[src/rtl/seg7_pkg.sv]
// Shared code constants and glyph decode for the seven-segment scan driver.
// Segment vectors are {a,b,c,d,e,f,g} with bit6 = a.
package seg7_pkg;

    localparam logic [3:0] CODE_L     = 4'hA;
    localparam logic [3:0] CODE_C     = 4'hB;
    localparam logic [3:0] CODE_BLANK = 4'hC;
    localparam logic [3:0] CODE_P     = 4'hD;
    localparam logic [3:0] CODE_N     = 4'hE;
    localparam logic [3:0] CODE_A     = 4'hF;

    localparam logic [6:0] SEG_BLANK  = 7'b0000000;

    function automatic logic [6:0] glyph(input logic [3:0] code);
        logic [6:0] g;
        case (code)
            4'h0:       g = 7'b1111110;
            4'h1:       g = 7'b0110000;
            4'h2:       g = 7'b1101101;
            4'h3:       g = 7'b1111001;
            4'h4:       g = 7'b0110011;
            4'h5:       g = 7'b1011011;
            4'h6:       g = 7'b1011111;
            4'h7:       g = 7'b1110000;
            4'h8:       g = 7'b1111111;
            4'h9:       g = 7'b1111011;
            CODE_L:     g = 7'b0001110;
            CODE_C:     g = 7'b1001110;
            CODE_BLANK: g = SEG_BLANK;
            CODE_P:     g = 7'b1100111;
            CODE_N:     g = 7'b1110110;
            CODE_A:     g = 7'b1110111;
            default:    g = SEG_BLANK;
        endcase
        return g;
    endfunction

endpackage

[src/rtl/seg7_scan_display_glyph.sv]
// Combinational 4-bit code to 7-segment glyph decoder.
module seg7_glyph (
    input  logic [3:0] code,
    output logic [6:0] seg
);
    import seg7_pkg::*;

    always_comb begin
        seg = glyph(code);
    end

endmodule

[src/rtl/seg7_scan_display.sv]
// Time-multiplexed seven-segment driver: digit register file, scan counters,
// blink/leading-zero blanking and registered, polarity-adjusted pin outputs.
module seg7_scan_display #(
    parameter int NUM_DIGITS   = 4,
    parameter int SCAN_DIV     = 1000,
    parameter int BLINK_FRAMES = 125,
    parameter int ACTIVE_LOW   = 0
) (
    input  logic                  clk,
    input  logic                  reset,
    input  logic                  wr_en,
    input  logic [2:0]            wr_addr,
    input  logic [3:0]            wr_code,
    input  logic [NUM_DIGITS-1:0] blink_en,
    input  logic                  lz_en,
    output logic [6:0]            seg,
    output logic [NUM_DIGITS-1:0] an,
    output logic                  frame
);
    import seg7_pkg::*;

    localparam int PW = $clog2(SCAN_DIV);
    localparam int IW = $clog2(NUM_DIGITS);
    localparam int FW = (BLINK_FRAMES > 1) ? $clog2(BLINK_FRAMES) : 1;

    localparam logic [PW-1:0] PRESC_MAX = PW'(SCAN_DIV - 1);
    localparam logic [IW-1:0] IDX_MAX   = IW'(NUM_DIGITS - 1);
    localparam logic [FW-1:0] FCNT_MAX  = FW'(BLINK_FRAMES - 1);

    logic [PW-1:0]         presc_reg, presc_next;
    logic [IW-1:0]         idx_reg, idx_next;
    logic [FW-1:0]         fcnt_reg, fcnt_next;
    logic                  phase_reg, phase_next;
    logic [3:0]            digit_reg [NUM_DIGITS];
    logic [6:0]            seg_reg, seg_next;
    logic [NUM_DIGITS-1:0] an_reg, an_next;
    logic                  frame_reg, frame_next;

    logic                  scan_wrap;
    logic                  frame_wrap;
    logic [3:0]            code_sel;
    logic [6:0]            glyph_seg;
    logic                  blank;
    logic [NUM_DIGITS:1]   zero_chain;
    logic [NUM_DIGITS-1:0] lz_mask;

    // Digit i is a leading zero when it and every digit above it hold code 0.
    assign zero_chain[NUM_DIGITS] = 1'b1;
    assign lz_mask[0] = 1'b0;

    genvar gi;
    generate
        for (gi = 1; gi < NUM_DIGITS; gi++) begin : g_lz
            assign zero_chain[gi] = zero_chain[gi+1] && (digit_reg[gi] == 4'h0);
            assign lz_mask[gi]    = lz_en && zero_chain[gi];
        end
    endgenerate

    always_comb begin
        scan_wrap  = (presc_reg == PRESC_MAX);
        frame_wrap = scan_wrap && (idx_reg == IDX_MAX);

        presc_next = scan_wrap ? '0 : presc_reg + 1'b1;
        idx_next   = idx_reg;
        if (scan_wrap) begin
            idx_next = (idx_reg == IDX_MAX) ? '0 : idx_reg + 1'b1;
        end

        fcnt_next  = fcnt_reg;
        phase_next = phase_reg;
        if (frame_wrap) begin
            if (fcnt_reg == FCNT_MAX) begin
                fcnt_next  = '0;
                phase_next = ~phase_reg;
            end else begin
                fcnt_next  = fcnt_reg + 1'b1;
            end
        end
    end

    // Outputs are computed from the upcoming scan state so the registered
    // pins line up with the prescaler/index they describe.
    assign code_sel = digit_reg[idx_next];

    seg7_glyph u_glyph (
        .code (code_sel),
        .seg  (glyph_seg)
    );

    always_comb begin
        blank      = (phase_next && blink_en[idx_next]) || lz_mask[idx_next];
        seg_next   = blank ? SEG_BLANK : glyph_seg;
        an_next    = '0;
        if (presc_next != '0) begin
            an_next[idx_next] = 1'b1;
        end
        frame_next = frame_wrap;
    end

    always_ff @(posedge clk or posedge reset) begin
        if (reset) begin
            presc_reg <= '0;
            idx_reg   <= '0;
            fcnt_reg  <= '0;
            phase_reg <= 1'b0;
            seg_reg   <= SEG_BLANK;
            an_reg    <= '0;
            frame_reg <= 1'b0;
        end else begin
            presc_reg <= presc_next;
            idx_reg   <= idx_next;
            fcnt_reg  <= fcnt_next;
            phase_reg <= phase_next;
            seg_reg   <= seg_next;
            an_reg    <= an_next;
            frame_reg <= frame_next;
        end
    end

    // Addresses at or beyond NUM_DIGITS match no register and are dropped.
    always_ff @(posedge clk or posedge reset) begin
        if (reset) begin
            for (int i = 0; i < NUM_DIGITS; i++) begin
                digit_reg[i] <= 4'h0;
            end
        end else begin
            for (int i = 0; i < NUM_DIGITS; i++) begin
                if (wr_en && (wr_addr == 3'(i))) begin
                    digit_reg[i] <= wr_code;
                end
            end
        end
    end

    assign seg   = (ACTIVE_LOW != 0) ? ~seg_reg : seg_reg;
    assign an    = (ACTIVE_LOW != 0) ? ~an_reg  : an_reg;
    assign frame = frame_reg;

endmodule

[config.mk]
export PLATFORM = sky130hd
export DESIGN_NAME = seg7_scan_display
export DESIGN_NICKNAME = d
export VERILOG_FILES = /design/src/rtl/seg7_pkg.sv /design/src/rtl/seg7_scan_display_glyph.sv /design/src/rtl/seg7_scan_display.sv
export SDC_FILE = /design/constraint.sdc
export NUM_CORES = 1
export LEC_CHECK = 0
export CELL_PAD_IN_SITES_DETAIL_PLACEMENT = 1
export CELL_PAD_IN_SITES_GLOBAL_PLACEMENT = 1
export CORE_MARGIN = 8
export CORE_UTILIZATION = 41
export CTS_CLUSTER_SIZE = 28
export DETAILED_ROUTE_END_ITERATION = 16
export PLACE_DENSITY = 0.85
export SYNTH_ARGS = -nofsm -noshare
export SYNTH_HDL_FRONTEND = slang
export SYNTH_SLANG_ARGS = --single-unit
[constraint.sdc]
create_clock -name clk -period 2.9 [get_ports clk]
set_input_delay 0.58 -clock clk [delete_from_list [all_inputs] [get_ports clk]]
set_output_delay 0.58 -clock clk [all_outputs]
set_load 0.1 [all_outputs]
==> impl_metrics.env <==
export IMPL_status="finished, final reports clean"
export IMPL_gr_usage_met1_pct=21.27
export IMPL_switchingPower_w=0.0008157
export IMPL_antenna_found_initial=0
export IMPL_crit_required_ps=3130
export IMPL_place_congestion=0.9020
export IMPL_vdd_drop_max_mv=0.3166
export IMPL_numCtsBuffers=5
export IMPL_drive_gt1_share_pct=25.00
export IMPL_initial_utilization_pct=41.58
export IMPL_ys_seq_area_share_pct=38.17
export IMPL_worstHoldPathType="flop to flop"
export IMPL_grt_max_degree=49
export IMPL_finalHoldViolations=0
export IMPL_min_period_over_period_pct=94.89
export IMPL_ys_seq_elements=48
export IMPL_async_reset_ff_share_pct=100.0
export IMPL_vias_per_cell=5.870
export IMPL_drc_errors=0
export IMPL_busiest_layer="met2"
export IMPL_synth_distinct_cells=69
export IMPL_powerDensity_nw_per_um2=519.1
export IMPL_h_tree_depth=2
export IMPL_path_class="flop to flop"
export IMPL_r2r_start="presc_reg[3]"
export IMPL_finalClockSkew_ps=7.196
export IMPL_worstMarginPinSlew_ps=577.6
export IMPL_row_count=32
export IMPL_pwr_share_comb_pct=36.9
export IMPL_drv_slew=0
export IMPL_regArea_sq_um=1205
export IMPL_r2r_slack_ps=150
export IMPL_hold_depth=1
export IMPL_portBuffers=26
export IMPL_dpl_hpwl_um=6784
export IMPL_setup_violations=0
export IMPL_cp_start_kind="flop"
export IMPL_maxCapViolations=0
export IMPL_die_y_um=103.6
export IMPL_hold_path_startpoint="presc_reg[0]"
export IMPL_power_w=0.001960
export IMPL_first_pass_iters=4
export IMPL_synthFlopType="dfrtp_1"
export IMPL_num_io_pins=27
export IMPL_pwr_share_seq_pct=42.9
export IMPL_clk_pin_slew_worst_paths_ps=90
export IMPL_rr_worst_depth=11
export IMPL_max_freq_ghz=0.3634
export IMPL_multiInputGateArea_sq_um=1831
export IMPL_swShare_pct=41.61
export IMPL_cp_max_fo=6
export IMPL_relSlewSlack_pct=61.35
export IMPL_grtUsageMet2_pct=29.70
export IMPL_n_antenna_cell=0
export IMPL_clockPowerShare_pct=20.2
export IMPL_syn_avg_cell_area_sq_um=9.834
export IMPL_syn_area_sq_um=3147
export IMPL_synth_fp_nets=346
export IMPL_drt_initial_drc_count=203
export IMPL_fill_cells=865
export IMPL_grt_pass1_wl_um=15550
export IMPL_critPathArrivalTime_ps=2980
export IMPL_cts_sinks=48
export IMPL_cts_tree="done"
export IMPL_whs_endpoint="presc_reg[0]"
export IMPL_grt_use_met3_pct=3.594
export IMPL_r2r_end="seg[2]"
export IMPL_wl_um=9520
export IMPL_clk_latency_ps=300
export IMPL_syn2layout_area_growth_pct=20.00
export IMPL_endpoint_kind="flop"
export IMPL_wl_per_cell_um=20.26
export IMPL_finalNetCount=394
export IMPL_period_minus_slack_ps=2752
export IMPL_synthesis_instances=320
export IMPL_synth_enable_flop_cells=0
export IMPL_cts_path_max_buffers=2
export IMPL_overflow=0
export IMPL_yosysWarnings=0
export IMPL_grt_pass1_vias=2954
export IMPL_internal_power_w=0.001144
export IMPL_track_usage_pct=17.59
export IMPL_rsz0062_at_grt="yes"
export IMPL_hold_buffers=0
export IMPL_final_setup_tns_ps=0
export IMPL_die_w_um=103.6
export IMPL_root_buffer="clkbuf_8"
export IMPL_vias=2759
export IMPL_final_antenna_net_count=0
export IMPL_dieArea_sq_um=10730
export IMPL_largest_register_ffs=16
export IMPL_coreArea_sq_um=7567
export IMPL_p_leak_nw=1.583
## worst max-delay path by stage
stage / depth (start not counted) / end / startpoint / slack, ps
floorplan: 11 / seg[6] / idx_reg[0] / 50
global placement: 10 / seg[6] / idx_reg[0] / 9
detailed placement: 10 / seg[6] / idx_reg[0] / 3
CTS: 11 / seg[6] / idx_reg[0] / 10
global route: 11 / seg[6] / idx_reg[0] / -30
finish: 11 / seg[2] / presc_reg[3] / 150
## metrics by stage
| stage | util (%) | hold WS (ps) | setup slack [ps] | area [sq um] | instances |
|---|---|---|---|---|---|
| after detailed placement | 47.40 | 535.7 | 3.199 | 3587 | 456 |
| after CTS | 48.51 | 548.7 | 13.43 | 3671 | 463 |
| after floorplan | - | 473.2 | 46.08 | 3147 | 320 |
| final | 49.90 | 523.1 | 148.3 | 3776 | 470 |
| after global routing | 49.90 | 547.5 | -29.25 | 3776 | 470 |
| after global placement | 47.40 | 498.8 | 9.376 | 3587 | 456 |
## layer usage
| metal | vias up | part of all wire [%] |
|---|---|---|
| li1 | 1268 | - |
| met1 | 1385 | 42 |
| met2 | 77 | 50 |
| met3 | 29 | 4.7 |
| met4 | 0 | 3.5 |
| met5 | - | 0 |
## power groups by stage
stage          Combinational, W  Clock (W)  Sequential, W
6_report               0.000723   0.000396       0.000841
5_1_grt                0.000770   0.000431       0.000851
4_1_cts                0.000708   0.000403       0.000839
3_5_place_dp           0.000699          0       0.000852
3_3_place_gp           0.000686          0       0.000843
2_1_floorplan          0.000272          0        0.00107
## cell usage after synthesis, drive strengths merged (7+ instances only)
cell type  instances  area share [%]
dfrtp             48              38
nand2             31             3.8
nor2              22             2.9
inv               20             2.4
o21ai             14             2.2
buf               12             2.8
mux2              12             4.3
nand2b            12             2.4
a21oi             11             1.9
ha                11             4.4
nor3              11             1.7
and3               8             1.6
nand3              8             1.4
xnor2              8             2.2
a2111oi            7             2.1
a32oi              7             1.9
## final cells by class
cell class	count	share of cell area, %
clock inverter	1	0.1325
multi-input combinational	238	48.48
sequential	48	31.91
timing repair buffer	55	12.19
clock buffer	6	1.922
tap	102	3.380
inverter	20	1.988
## cells by family (layout without fill, tap and decap cells)
group | Yosys count | after routing | synth area share [%]
and+or+nand+nor | 118 | 118 | 21.79
AOI/OAI and AO/OA | 79 | 79 | 20.64
DFF | 48 | 48 | 38.17
buffers and inverters | 34 | 82 | 5.407
muxes | 17 | 17 | 6.004
xor gates and xnor gates | 13 | 13 | 3.618
adders and majority gates | 11 | 11 | 4.374
## worst max-delay path, stage by stage, from the launching register on
cell and delay, ps:
dfrtp_2 450, nand4bb_4 290, o31a_1 400, nor2_4 150, inv_2 70, nor2_1 100, a21oi_1 70, mux2_2 320
ha_1 240, o221a_1 150, a211o_1 290, a21oi_2 150
## cells in the final DEF, fill, tap and decap left out, types with 7 or more instances in the layout
cell type        synthesis  routed
nand3_1                  7       7
mux2_2                  12      12
clkdlybuf4s50_1          0      14
ha_1                    11       9
dfrtp_1                 48      45
a32oi_1                  7       7
nand2_1                 30      30
buf_4                    4      40
a21oi_1                 10       9
inv_1                   18      17
o21ai_0                 14      14
and3_1                   8       7
nor3_1                  11      11
nor2_1                  21      21
xnor2_1                  8       8
nand2b_1                12      12
## what timing repair did
action,4_1_cts,5_1_grt
hold endpoints to repair,0,0
setup endpoints to repair,1,4
setup buffers,0,7
pin swaps,0,2
resized for setup,4,16
Note: power is estimated with default switching activity, not from simulation.
